### config.mk
export PLATFORM = sky130hd
export DESIGN_NAME = mem_flush_sequencer
export DESIGN_NICKNAME = d
export VERILOG_FILES = /design/src/rtl/mem_flush_sequencer.sv
export SDC_FILE = /design/constraint.sdc
export NUM_CORES = 1
export LEC_CHECK = 0
export BUFFER_PORTS_ARGS = -buffer_cell sky130_fd_sc_hd__buf_2
export CAP_MARGIN = 20
export CORE_MARGIN = 5
export CORE_UTILIZATION = 41
export CTS_CLUSTER_DIAMETER = 50
export DETAILED_ROUTE_END_ITERATION = 10
export PLACE_DENSITY = 0.75
export SYNTH_ARGS = -nofsm -noshare
export SYNTH_HDL_FRONTEND = slang
export SYNTH_SLANG_ARGS = --single-unit
### constraint.sdc
create_clock -name clk_i -period 1.3 [get_ports clk_i]
set_input_delay 0.13 -clock clk_i [delete_from_list [all_inputs] [get_ports clk_i]]
set_output_delay 0.13 -clock clk_i [all_outputs]
set_load 0.005 [all_outputs]
### src/rtl/mem_flush_sequencer.sv
// Ordered maintenance sequencer: MSHR clear -> L1D/L2 sync -> per-level TLB flush.
// Define FLUSH_SEQ_TIMEOUT_EN to bound the SYNC wait and report err_o on expiry.
module mem_flush_sequencer #(
    parameter int TLB_LVLS     = 2,
    parameter int ASID_LEN     = 16,
    parameter int VPN_LEN      = 27,
    parameter int SYNC_TIMEOUT = 1023
) (
    input  logic                  clk_i,
    input  logic                  rst_i,
    input  logic                  req_valid_i,
    output logic                  req_ready_o,
    input  logic [1:0]            req_kind_i,
    input  logic                  req_rs1_zero_i,
    input  logic                  req_rs2_zero_i,
    input  logic [ASID_LEN-1:0]   req_asid_i,
    input  logic [VPN_LEN-1:0]    req_vpn_i,
    input  logic [3:0]            req_except_code_i,
    output logic                  stall_o,
    output logic                  flush_o,
    output logic                  abort_o,
    output logic                  clr_itlb_mshr_o,
    output logic                  clr_dmshr_o,
    output logic                  synch_l1dc_l2c_o,
    input  logic                  l2c_update_done_i,
    output logic [2*TLB_LVLS-1:0] tlb_flush_type_o,
    output logic [ASID_LEN-1:0]   flush_asid_o,
    output logic [VPN_LEN-1:0]    flush_page_o,
    input  logic [TLB_LVLS-1:0]   tlb_flush_ack_i,
    output logic                  done_o,
    output logic                  err_o
);

    localparam logic [1:0] KIND_FENCEI = 2'd0;
    localparam logic [1:0] KIND_SFENCE = 2'd1;
    localparam logic [1:0] KIND_EXCEPT = 2'd2;

    localparam logic [1:0] FLUSH_NONE = 2'd0;
    localparam logic [1:0] FLUSH_ALL  = 2'd1;
    localparam logic [1:0] FLUSH_ASID = 2'd2;
    localparam logic [1:0] FLUSH_PAGE = 2'd3;

    localparam logic [3:0] E_I_ADDR_MISALIGNED  = 4'd0;
    localparam logic [3:0] E_I_ACCESS_FAULT     = 4'd1;
    localparam logic [3:0] E_ILLEGAL_INSTR      = 4'd2;
    localparam logic [3:0] E_LD_ADDR_MISALIGNED = 4'd4;
    localparam logic [3:0] E_LD_ACCESS_FAULT    = 4'd5;
    localparam logic [3:0] E_ST_ADDR_MISALIGNED = 4'd6;
    localparam logic [3:0] E_ST_ACCESS_FAULT    = 4'd7;
    localparam logic [3:0] E_ENV_CALL_SMODE     = 4'd9;
    localparam logic [3:0] E_ENV_CALL_MMODE     = 4'd11;
    localparam logic [3:0] E_INSTR_PAGE_FAULT   = 4'd12;
    localparam logic [3:0] E_LD_PAGE_FAULT      = 4'd13;
    localparam logic [3:0] E_ST_PAGE_FAULT      = 4'd15;

    if (TLB_LVLS < 1 || TLB_LVLS > 4 || SYNC_TIMEOUT < 1) begin : g_bad_params
        $error("mem_flush_sequencer: TLB_LVLS must be 1..4 and SYNC_TIMEOUT >= 1");
    end

    typedef enum logic [2:0] {
        S_IDLE,
        S_CLEAR,
        S_SYNC,
        S_TLB_FLUSH,
        S_DONE
    } state_e;

    state_e                r_state;
    state_e                w_state_next;
    logic [1:0]            r_kind;
    logic [3:0]            r_code;
    logic                  r_rs1_zero;
    logic                  r_rs2_zero;
    logic [ASID_LEN-1:0]   r_asid;
    logic [VPN_LEN-1:0]    r_vpn;
    logic [TLB_LVLS-1:0]   w_acked;
    logic                  w_all_acked;
    logic                  w_accept;
    logic                  w_sync_timeout;
    logic [1:0]            w_flush_type;
    logic                  w_i_fault;
    logic                  w_lsu_fault;
    logic                  w_page_fault;
    logic                  w_ecall_sm;

    assign req_ready_o  = (r_state == S_IDLE);
    assign stall_o      = (r_state != S_IDLE);
    assign w_accept     = req_valid_i && req_ready_o;
    assign flush_asid_o = r_asid;
    assign flush_page_o = r_vpn;

    assign w_i_fault    = (r_code == E_I_ADDR_MISALIGNED) || (r_code == E_I_ACCESS_FAULT) ||
                          (r_code == E_INSTR_PAGE_FAULT);
    assign w_lsu_fault  = (r_code == E_LD_ADDR_MISALIGNED) || (r_code == E_LD_ACCESS_FAULT) ||
                          (r_code == E_ST_ADDR_MISALIGNED) || (r_code == E_ST_ACCESS_FAULT) ||
                          (r_code == E_LD_PAGE_FAULT) || (r_code == E_ST_PAGE_FAULT);
    assign w_page_fault = (r_code == E_INSTR_PAGE_FAULT) || (r_code == E_LD_PAGE_FAULT) ||
                          (r_code == E_ST_PAGE_FAULT);
    assign w_ecall_sm   = (r_code == E_ENV_CALL_SMODE) || (r_code == E_ENV_CALL_MMODE);

    // Page faults always invalidate a single page; SFENCE picks its scope from rs1/rs2.
    always_comb begin
        w_flush_type = FLUSH_PAGE;
        if (r_kind == KIND_SFENCE && r_rs1_zero) begin
            w_flush_type = r_rs2_zero ? FLUSH_ALL : FLUSH_ASID;
        end
    end

`ifdef FLUSH_SEQ_TIMEOUT_EN
    localparam int CNT_W = $clog2(SYNC_TIMEOUT + 1);
    localparam logic [CNT_W-1:0] CNT_LAST = CNT_W'(SYNC_TIMEOUT - 1);

    logic [CNT_W-1:0] r_sync_cnt;
    logic             r_err;

    assign w_sync_timeout = (r_state == S_SYNC) && !l2c_update_done_i && (r_sync_cnt == CNT_LAST);
    assign err_o          = r_err && (r_state == S_DONE);

    always_ff @(posedge clk_i) begin
        if (rst_i || r_state != S_SYNC) begin
            r_sync_cnt <= '0;
        end else begin
            r_sync_cnt <= r_sync_cnt + 1'b1;
        end
    end

    always_ff @(posedge clk_i) begin
        if (rst_i || w_accept) begin
            r_err <= 1'b0;
        end else if (w_sync_timeout) begin
            r_err <= 1'b1;
        end
    end
`else
    assign w_sync_timeout = 1'b0;
    assign err_o          = 1'b0;
`endif

    // Sticky per-level acks; an ack in the same cycle already counts toward completion.
    for (genvar gi = 0; gi < TLB_LVLS; gi++) begin : g_lvl
        logic r_ack;

        always_ff @(posedge clk_i) begin
            if (rst_i || r_state != S_TLB_FLUSH) begin
                r_ack <= 1'b0;
            end else if (tlb_flush_ack_i[gi]) begin
                r_ack <= 1'b1;
            end
        end

        assign w_acked[gi] = r_ack;
        assign tlb_flush_type_o[2*gi +: 2] =
            (r_state == S_TLB_FLUSH && !r_ack) ? w_flush_type : FLUSH_NONE;
    end

    assign w_all_acked = &(w_acked | tlb_flush_ack_i);

    always_comb begin
        w_state_next     = r_state;
        flush_o          = 1'b0;
        abort_o          = 1'b0;
        clr_itlb_mshr_o  = 1'b0;
        clr_dmshr_o      = 1'b0;
        synch_l1dc_l2c_o = 1'b0;
        done_o           = 1'b0;
        case (r_state)
            S_IDLE: begin
                if (w_accept) begin
                    w_state_next = S_CLEAR;
                end
            end
            S_CLEAR: begin
                case (r_kind)
                    KIND_FENCEI: begin
                        clr_itlb_mshr_o = 1'b1;
                        w_state_next    = S_SYNC;
                    end
                    KIND_SFENCE: begin
                        clr_itlb_mshr_o = 1'b1;
                        clr_dmshr_o     = 1'b1;
                        w_state_next    = S_SYNC;
                    end
                    KIND_EXCEPT: begin
                        flush_o         = 1'b1;
                        clr_itlb_mshr_o = w_i_fault;
                        clr_dmshr_o     = w_lsu_fault;
                        abort_o         = (r_code == E_ILLEGAL_INSTR);
                        if (w_ecall_sm) begin
                            w_state_next = S_SYNC;
                        end else if (w_page_fault) begin
                            w_state_next = S_TLB_FLUSH;
                        end else begin
                            w_state_next = S_DONE;
                        end
                    end
                    default: w_state_next = S_DONE;
                endcase
            end
            S_SYNC: begin
                synch_l1dc_l2c_o = 1'b1;
                if (l2c_update_done_i) begin
                    w_state_next = (r_kind == KIND_SFENCE) ? S_TLB_FLUSH : S_DONE;
                end else if (w_sync_timeout) begin
                    w_state_next = S_DONE;
                end
            end
            S_TLB_FLUSH: begin
                if (w_all_acked) begin
                    w_state_next = S_DONE;
                end
            end
            S_DONE: begin
                done_o       = 1'b1;
                w_state_next = S_IDLE;
            end
            default: w_state_next = S_IDLE;
        endcase
    end

    always_ff @(posedge clk_i) begin
        if (rst_i) begin
            r_state    <= S_IDLE;
            r_kind     <= 2'd0;
            r_code     <= 4'd0;
            r_rs1_zero <= 1'b0;
            r_rs2_zero <= 1'b0;
            r_asid     <= '0;
            r_vpn      <= '0;
        end else begin
            r_state <= w_state_next;
            if (w_accept) begin
                r_kind     <= req_kind_i;
                r_code     <= req_except_code_i;
                r_rs1_zero <= req_rs1_zero_i;
                r_rs2_zero <= req_rs2_zero_i;
                r_asid     <= req_asid_i;
                r_vpn      <= req_vpn_i;
            end
        end
    end

endmodule
Word-level counts from Yosys, hierarchy flattened
Index checks and enable logic that the tools add are counted.
{"block": "totals", "register_bits": 56, "word_cells": 77}
{"block": "classes", "eq_ne": 21, "mux": 22, "n_bitwise": 1, "reduce_logical": 24}
{"op": "equality test 4 bit (second input constant)", "count": 5}
{"op": "2-to-1 mux 3 bit", "count": 6}
{"op": "equality test 4 x 3 -> 1 bit (second input constant)", "count": 4}
{"op": "case mux 3 bit (4 select lines)", "count": 1}
{"op": "logical OR 1 bit", "count": 11}
{"op": "2-to-1 mux 1 bit", "count": 8}
{"op": "2-to-1 mux 2 bit", "count": 4}
{"op": "equality test 3 x 2 -> 1 bit (second input constant)", "count": 2}
{"op": "case mux 3 bit (2 select lines)", "count": 1}
{"op": "equality test 4 x 1 -> 1 bit (second input constant)", "count": 1}
{"op": "equality test 4 x 2 -> 1 bit (second input constant)", "count": 1}
{"op": "logical AND 1 bit", "count": 4}
{"op": "zero test 4 bit", "count": 1}
{"op": "inequality test 2 bit (second input constant)", "count": 2}
{"op": "case mux 1 bit (2 select lines)", "count": 2}
{"op": "equality test 3 x 1 -> 1 bit (second input constant)", "count": 1}
{"op": "equality test 3 bit (second input constant)", "count": 1}
{"op": "zero test 3 bit", "count": 1}
{"op": "inequality test 3 x 2 -> 1 bit (second input constant)", "count": 1}
{"op": "AND reduction 3 bit", "count": 1}
{"op": "nonzero test 3 bit", "count": 1}
{"op": "equality test 2 x 1 -> 1 bit (second input constant)", "count": 1}
{"op": "equality test 2 bit (second input constant)", "count": 1}
{"op": "zero test 1 bit", "count": 2}
{"op": "5 further kinds", "count": 5}

Logic depth before layout (Yosys ltp)
Gate-level depths: netlist (run 1).
{"block": "depth", "depth_word": 8, "depth_mapped": 6, "depth_no_buf": 6}

Least setup slack after synthesis (run 1)
Ideal clock, no wire load.
{"block": "synth_path", "kind": "flip-flop to flip-flop", "start": "register r_state[0]", "end": "register r_state[0]", "arrival_time_ns": 1.176, "setup_slack_ns": 0.054, "path_stages_with_launch": 6, "n_path_buf": 1, "path_cell_list": "dfxtp_1 > buf_6 > o221ai_2 > a311oi_2 > o21ai_1 > a21oi_1"}
{"block": "synth_via", "elab_chain_cells": 4, "elab_cells_between_ends": 10, "classes_between": "eq/ne (6); mux (1); reduce/logical (3)"}
{"element": "from (decl)", "line_no": "68", "source": "state_e r_state;"}
{"element": "from (signal assigned)", "line_no": "230", "source": "r_state <= w_state_next;"}
{"element": "zero test 3 bit", "line_no": "86, 166"}
{"element": "logical AND 1 bit", "line_no": "88", "source": "assign w_accept = req_valid_i && req_ready_o;"}
{"element": "inequality test 2 x 1 -> 1 bit (no line)"}
{"element": "AND reduction 3 bit (no line)"}
Several ways; a longest one is shown, not always the timed one.
A chain may end at the register's enable or synchronous reset.

Worst setup path after layout (run 1)
{"block": "layout_path", "start": "register r_kind[0]", "end": "register r_state[0]"}
{"block": "layout_via", "elab_chain_cells": 4, "elab_cells_between_ends": 8, "classes_between": "eq/ne (2); mux (4); reduce/logical (2)"}
{"element": "from (decl)", "line_no": "70", "source": "logic [1:0] r_kind;"}
{"element": "from (signal assigned)", "line_no": "232", "source": "r_kind <= req_kind_i;"}
{"element": "equality test 2 x 1 -> 1 bit or zero test 2 bit (tied branches)", "line_no": "173, 202"}
{"element": "OR reduction 2 bit (no line) or 2-to-1 mux 3 bit (tied branches)"}
{"element": "case mux 3 bit (2 select lines) or 2-to-1 mux 3 bit (tied branches)", "line_no": "173, 201"}
{"element": "case mux 3 bit (4 select lines) (*)", "line_no": "166", "source": "case (r_state)"}
Mark *: on every way between the ends. The rest lies on a longest branch, timed or not. The select of a mux whose other input is x is not followed.

==> flow_summary.ini, run 1 <==
[global_routing]
overflow = 0
grt_first_pass_wirelength_um = 10400
grt_use_total_pct = 17.4
antenna_found_initial = 0
grt_pass1_vias = 2199
grt_max_degree = 36

[clock_tree]
cts_max_path_buffers = 2
cts_max_level = 2
cts_buffers = 5
cts_tree = done
clk_latency_ns = 0.30
cts.clk_slew.worst_paths_ns = 0.09
root_buffer = clkbuf_8
cts_sinks = 56
postCtsHoldBufs = 0

[synthesis]
yosys.area.top_type = dfxtp_1
yosysMostFrequentCell = nand2_1
avgSynthCellArea_um2 = 7.88
syn_area_um2 = 2300
yosysWarnings = 0
async_flop_share_pct = 0
synth_common_cells = nand2_1, a21oi_1, dfxtp_1
synth.distinct_cells = 34
ys_seq_elements = 56
synth_edf_count = 0
dominantRegCellSynth = dfxtp_1
synthTopCellsByArea = dfxtp_1, nand2_1, a21oi_1
ys_seq_area_share_pct = 48.7
syn_inst = 292
synth_top_area_share_pct = 48.7
synth_fp_nets = 353

[timing]
setup_viol = 66
fin_crit_ns = 1.62
fmax_mhz = 618
tns_ns = -11.16
min_period_over_period_pct = 124
grt_setup_unrepaired = yes
finalHoldViolations = 0
finClkSkew_ns = 0.00896
worst_hold_slack_ns = 0.0534
setup_ws_ns = -0.317
drv_slew = 0

[final_layout]
multi_input_area_um2 = 1530
syn2layout_area_growth_pct = 75.5
antenna_cells = 0
fill_cells = 404
layout-drive-gt1-share_pct = 60.5
fin_nets = 496
instances_no_fill = 505
stdcell_area_um2 = 4040
regArea_um2 = 1140

[drt]
vias_per_cell = 5.29
top_layer = met4
drt_wl_total_um = 8810
wl_met2_um = 4640
remaining_drc_errors = 0
route.met3.wl_um = 608
wl_met1_um = 3240
dr_total_vias = 2672
postRouteAntennaNets = 0
avgRoutedWirePerCell_um = 17.4
drt_pre_antenna_iters = 4
detail_route.iter0.violations = 141

[outcome]
violations = negative setup slack
status = complete, but fails checks

[floorplan]
dieArea_um2 = 7210
die_w_um = 84.9
dieHeight_um = 84.9
start_util_pct = 42.0
ioPinCount = 113
core_area_um2 = 5470
rows = 27

[worst_setup_path]
cp_max_fo = 4
critPathKind = flop to flop
start_kind = flop
end_kind = flop
critPathArrivalTime_ns = 1.82
worstPathRequired_ns = 1.50

[pwr]
peakVddDrop_v = 0.000988
p_total_uw = 7070
leakagePower_uw = 0.00186
p_per_area_nw_per_um2 = 1750

[placement]
gp_congestion = 0.835
dp_cells = 466
port_buffers = 111
dp_hpwl_um = 4310
place_area_um2 = 2970

[worst_hold_path]
hold_class = primary input to flop

[run]
max-cap-violations = 0
[final cells by class]
type / instances / share of cell area, %
Multi-Input combinational cell: 211 / 37.9
Timing Repair Buffer: 155 / 29.2
Sequential cell: 56 / 28.3
Tap cell: 72 / 2.23
Clock buffer: 5 / 1.70
Inverter: 6 / 0.743
[where the power goes]
group | switching [uW] | internal (uW)
logic | 1830 | 2060
clock network | 516 | 350
registers | 279 | 2040
[final timing paths]
check / cells past startpoint / slack (ns) / to / start
worst max-delay path: 8 / -0.32 / r_state[0] / r_kind[0]
worst min-delay path: 3 / 0.05 / flush_asid_o[6] / req_asid_i[6]
worst max register to register: 8 / -0.32 / r_state[0] / r_kind[0]
worst min register to register: 2 / 0.46 / flush_asid_o[13] / flush_asid_o[13]
[registers in the layout, summed over array words and instances (netlist names)]
name / count
r_code: 4
flush_page_o: 27
r_rs1_zero: 1
r_state: 3
r_kind: 2
r_rs2_zero: 1
g_lvl.r_ack: 2
flush_asid_o: 16
[repair_timing]
item                       4_1_cts  5_1_grt
gates resized for setup         35      126
pin swaps                        8       58
gates cloned                     1       13
buffers inserted                 9       17
setup endpoints to repair       66       66
[worst max-delay path, stage by stage, from the launching register on]
cell       delay, ns
dfxtp_4         0.38
inv_4           0.07
ha_4            0.16
nand4bb_4       0.14
buf_4           0.16
buf_6           0.10
nor3b_2         0.19
o21ai_1         0.09
a21oi_1         0.23
[cells by family after synthesis]
logic type               after synthesis  share of synthesized area [%]
other                                  1                          0.163
multiplexers                           1                          0.435
adder cells (fa/ha/maj)                4                           2.18
AO/OA/AOI/OAI                         68                           16.3
flip-flops                            56                           48.7
buffers and inverters                 26                           5.93
AND/OR/NAND/NOR                      136                           26.3
[layout by cell type (no fill, tap or decap), types with 8 or more instances in the layout]
cell type  netlist  routed
nand2_2          0      13
buf_2            7     108
a21oi_2          0      35
clkbuf_16        0       8
buf_4            6      14
nand2_4          0      24
dfxtp_1         56      50
buf_6            1      19
nand2_1        107      70
a21oi_1         57      22
[per-stage QoR]
| step | setup slack, ns | utilization (%) |
|---|---|---|
| floorplan | 0.0535 | - |
| global placement | -0.0868 | 54.2 |
| detailed placement | -0.176 | 54.2 |
| CTS | -0.267 | 59.1 |
| global route | -0.405 | 73.8 |
| finish | -0.317 | 73.8 |
[metal layers]
metal  GRT usage [%]  vias to the layer above
met2            32.1                      123
met1            19.1                     1276
li1                -                     1239
met4            6.19                        0
met5               0                        -
met3            4.66                       34
No activity file was read; power rests on OpenSTA's default activity.
==> inputs of run 2 (changes only) <==
==> constraint.sdc (replaced) <==
create_clock -name clk_i -period 1.3 [get_ports clk_i]
set_input_delay 0 -clock clk_i [delete_from_list [all_inputs] [get_ports clk_i]]
set_output_delay 0 -clock clk_i [all_outputs]
set_load 0.005 [all_outputs]
==> run 2 against run 1 <==
Sequential share of layout area fell by 4.1 points. Final area up 17%. Clock power increased by 19%. Critical endpoint is now flush_page_o[21]. Global-route usage is 4.4 points higher. Clock skew grew 0.00091 ns. Die area did not move. Cell count rose by 9.9%. Routed wire length rose by 19%. Maximum frequency up 4.2%. Total power grew 6.5%. The flow still finishes with violations (negative setup slack). Sequential power decreased by 2%. First-iteration DRC count increased by 65%. Largest power group unchanged.
==> flow_summary.ini, run 2 (same netlist as run 1, synthesis figures left out) <==
[pwr]
intPower_uw = 4710
p_seq_share_pct = 30.3
peakVddDrop_v = 0.000989
comb_power_share_pct = 56.0
p_sw_uw = 2830
leakagePower_uw = 0.00220
clkPwrFrac_pct = 13.6
netSwitchingFraction_pct = 37.5
p_per_area_nw_per_um2 = 1600
p_total_uw = 7530

[global_routing]
grt_first_pass_wirelength_um = 12700
antenna_found_initial = 0
overflow = 0
grt_use_total_pct = 21.9
grt_max_degree = 28
grt_pass1_vias = 2682

[clock_tree]
cts_tree = done
cts_sinks = 56
clk_latency_ns = 0.31
cts_buffers = 5
cts_max_path_buffers = 2
cts_max_level = 2
root_buffer = clkbuf_8
cts.clk_slew.worst_paths_ns = 0.10

[worst_setup_path]
end_kind = flop
start_kind = flop
critPathArrivalTime_ns = 1.79
cp_max_fo = 8
worstPathRequired_ns = 1.53
critPathKind = flop to flop

[final_layout]
layout_common_cells = buf_2, nand2_1, dlygate4sd3_1
antenna_cells = 0
regArea_um2 = 1140
layout-drive-gt1-share_pct = 58.8
fin_nets = 544
final_common_cell = buf_2
largest_reg_flops = 27
fill_cells = 266
syn2layout_area_growth_pct = 105
multi_input_area_um2 = 1680

[timing]
grt_setup_unrepaired = yes
fmax_mhz = 644
finClkSkew_ns = 0.00987
min_period_over_period_pct = 119
drv_slew = 0
fin_crit_ns = 1.55
setup_viol = 64
finalHoldViolations = 0
setup_ws_ns = -0.253

[floorplan]
start_util_pct = 42.0
rows = 27
die_w_um = 84.9
dieHeight_um = 84.9
core_area_um2 = 5470
ioPinCount = 113
dieArea_um2 = 7210

[placement]
dp_slack_ns = -0.0274
gp_congestion = 0.872
dp_hpwl_um = 4390
port_buffers = 111

[run]
max-cap-violations = 0

[drt]
dr_total_vias = 2937
avgRoutedWirePerCell_um = 19.0
detail_route.iter0.violations = 233
vias_per_cell = 5.29
drt_wl_total_um = 10500
remaining_drc_errors = 0
postRouteAntennaNets = 0
drt_pre_antenna_iters = 4

[outcome]
violations = negative setup slack
status = complete, but fails checks

[worst_hold_path]
hold_class = primary input to flop
run 2: stage by stage:
step | hold WS [ns] | utilization, % | TNS (ns) | std cells | area, um^2
2_1_floorplan | 0.136 | - | 0 | 292 | 2300
3_3_place_gp | 0.239 | 54.2 | 0 | 471 | 2970
3_5_place_dp | 0.246 | 54.2 | -0.0583 | 471 | 2970
4_1_cts | 0.00645 | 72.3 | -4.31 | 543 | 3960
5_1_grt | 0.0161 | 86.2 | -12.46 | 555 | 4720
6_report | 0.0297 | 86.2 | -10.16 | 555 | 4720
run 2: path summary, 6_finish.rpt:
kind / start / cells past startpoint / end / slack [ns]
min reg2reg: flush_asid_o[9] / 2 / flush_asid_o[9] / 0.46
max: r_state[2] / 7 / flush_page_o[21] / -0.25
min: rst_i / 2 / r_code[3] / 0.03
max reg2reg: r_state[2] / 7 / flush_page_o[21] / -0.25
run 2: layout make-up:
cell class,count,area share [%]
Timing Repair Buffer,204,35.7
Tap cell,72,1.91
Clock buffer,7,2.04
Inverter,6,0.530
Sequential cell,56,24.2
Multi-Input combinational cell,210,35.6
run 2: layer usage:
| metal | up-vias | wire length [um] | track usage (%) |
|---|---|---|---|
| li1 | 1337 | - | - |
| met5 | - | 0 | 0 |
| met2 | 147 | 5870 | 40.1 |
| met1 | 1413 | 3770 | 24.1 |
| met3 | 40 | 528 | 5.05 |
| met4 | 0 | 361 | 9.06 |
run 2: power groups by stage:
stage | logic [uW] | registers, uW | clock network, uW
after floorplan | 1120 | 2270 | 0
after global placement | 1800 | 2260 | 0
after detailed placement | 1840 | 2270 | 0
after CTS | 2810 | 2250 | 1050
after global routing | 4440 | 2310 | 1120
final | 4220 | 2280 | 1030
run 2: timing repair:
action / CTS / global route
resized for setup: 47 / 153
pin swaps: 4 / 90
setup buffers: 9 / 6
hold buffers: 52 / 0
endpoints found under the setup margin: 24 / 64
cloned: 4 / 6
endpoints found under the hold margin: 52 / 0
run 2: critical path, stage by stage, from the launching register on:
cell and delay, ns:
dfxtp_4 0.37, buf_6 0.13, nor3_4 0.21, and2_4 0.23
buf_12 0.14, clkbuf_16 0.17, nand2_1 0.07, a21oi_1 0.15
==> inputs of run 3 (changes only) <==
SETUP_SLACK_MARGIN = 0.15   (was not set)
TNS_END_PERCENT = 50   (was not set)
==> run 3 against run 2 <==
Critical endpoint is now clr_dmshr_o. Maximum frequency is 0.33% lower. The flow still finishes with violations (negative setup slack). Total power is 0.88% lower. Routed wire length is 5.3% lower. Clock power is 8% lower. First-iteration DRC count is 42% lower. Cell count is 0.36% higher. Sequential power is 2% higher. Via count is 0.65% lower. Final area is 4.7% lower. Largest cell class unchanged. Non-clock buffer count is 2 higher.
==> flow_summary.ini, run 3 (same netlist as run 1, synthesis figures left out) <==
[outcome]
status = complete, but fails checks
violations = negative setup slack

[global_routing]
met3_usage_pct = 5.44
antenna_found_initial = 0
grt_first_pass_wirelength_um = 14700
top_usage_layer = met2
met1_usage_pct = 26.1
grt_max_degree = 29
met2_usage_pct = 48.5
grt_pass1_vias = 2913
grt_use_total_pct = 25.4
overflow = 0

[timing]
min_period_over_period_pct = 120
setup_viol = 63
fmax_mhz = 642
finClkSkew_ns = 0.00469
grt_setup_unrepaired = yes
finalHoldViolations = 0
setup_ws_ns = -0.258
fin_crit_ns = 1.56
drv_slew = 0
worst_hold_slack_ns = 0.0108

[worst_setup_path]
critPathKind = flop to output pin
critPathArrivalTime_ns = 1.56
path_buf_inv = 2
max_stage_delay_ns = 0.40
end_kind = output pin
worstPathRequired_ns = 1.30
start_kind = flop
path_delay_family = flip-flops
cp_max_fo = 4
critPathSlowestCell = dfxtp_4
worstPathCellList = inv_1 -> ha_1 -> nand4bb_1 -> a21oi_1 -> buf_2

[pwr]
p_sw_uw = 2690
clkPwrFrac_pct = 12.7
leakagePower_uw = 0.00205
p_seq_share_pct = 31.2
comb_power_share_pct = 56.1
p_total_uw = 7470
netSwitchingFraction_pct = 36.1
peakVddDrop_v = 0.000857
p_per_area_nw_per_um2 = 1660
intPower_uw = 4770

[run]
max-cap-violations = 0

[floorplan]
rows = 27
core_area_um2 = 5470
ioPinCount = 113
dieHeight_um = 84.9
dieArea_um2 = 7210
start_util_pct = 42.0
die_w_um = 84.9

[drt]
remaining_drc_errors = 0
vias_per_cell = 5.24
detail_route.iter0.violations = 135
avgRoutedWirePerCell_um = 17.9
postRouteAntennaNets = 0
drt_pre_antenna_iters = 4
drt_wl_total_um = 9970
dr_total_vias = 2918

[final_layout]
layout-drive-gt1-share_pct = 50.7
final_common_cell = buf_2
regArea_um2 = 1140
syn2layout_area_growth_pct = 95.5
fin_nets = 546
largest_reg_flops = 27
utilization_pct = 82.2
multi_input_area_um2 = 1410
fill_cells = 321
antenna_cells = 0
layout_common_cells = buf_2, nand2_1, dlygate4sd3_1

[clock_tree]
cts_max_level = 2
cts_tree = done
cts_max_path_buffers = 2
cts_buffers = 5
cts_sinks = 56
root_buffer = clkbuf_8
clk_latency_ns = 0.30
cts.clk_slew.worst_paths_ns = 0.10

[placement]
port_buffers = 111
gp_congestion = 0.869
dp_hpwl_um = 4530

[worst_hold_path]
hold_class = primary input to flop
## run 3: metrics by stage
stage	TNS (ns)	setup WS (ns)	instances	instance area, um^2
floorplan	0	0.0982	292	2340
global placement	0	0.0390	466	2970
detailed placement	-0.0213	-0.0213	466	2970
CTS	-5.81	-0.150	547	4230
global route	-10.50	-0.289	557	4500
finish	-7.43	-0.258	557	4500
## run 3: final cells by class
type / count / area share, %
Timing Repair Buffer: 206 / 39.0
Sequential cell: 56 / 25.4
Tap cell: 72 / 2.00
Clock buffer: 6 / 1.61
Inverter: 6 / 0.501
Multi-Input combinational cell: 210 / 31.3
Clock inverter: 1 / 0.195
## run 3: routing by layer
layer / part of all wire [%] / routed length (um)
met1: 36 / 3610
met2: 55 / 5480
met3: 5.7 / 569
met4: 3.1 / 306
met5: 0 / 0
## run 3: power by group through the flow
stage	clock network [uW]	registers, uW	logic [uW]
2_1_floorplan	0	2280	1200
3_3_place_gp	0	2250	1880
3_5_place_dp	0	2270	1900
4_1_cts	966	2270	3560
5_1_grt	1010	2360	4420
6_report	948	2330	4190
## run 3: worst register-to-register path, delay by kind of cell, from the launching register on
family / cells / cell delay, ns
and+or+nand+nor: 3 / 0.44
AOI/OAI and AO/OA: 1 / 0.08
buffers and inverters: 3 / 0.47
DFF: 1 / 0.38
## run 3: repair_timing
action	in CTS	in global routing
setup endpoints to repair	65	66
pin swaps	30	16
cloned	10	1
setup buffers	12	9
endpoints found under the hold margin	54	0
resized for setup	76	48
hold buffers	52	0
## run 3: path summary, 6_finish.rpt
path	slack [ns]	cells after the start	start	endpoint
setup / recovery	-0.26	5	r_kind[1]	clr_dmshr_o
hold / removal	0.01	3	tlb_flush_ack_i[0]	g_lvl[0].r_ack
setup reg to reg	-0.19	7	r_state[0]	r_kind[0]
hold reg to reg	0.46	2	flush_asid_o[13]	flush_asid_o[13]
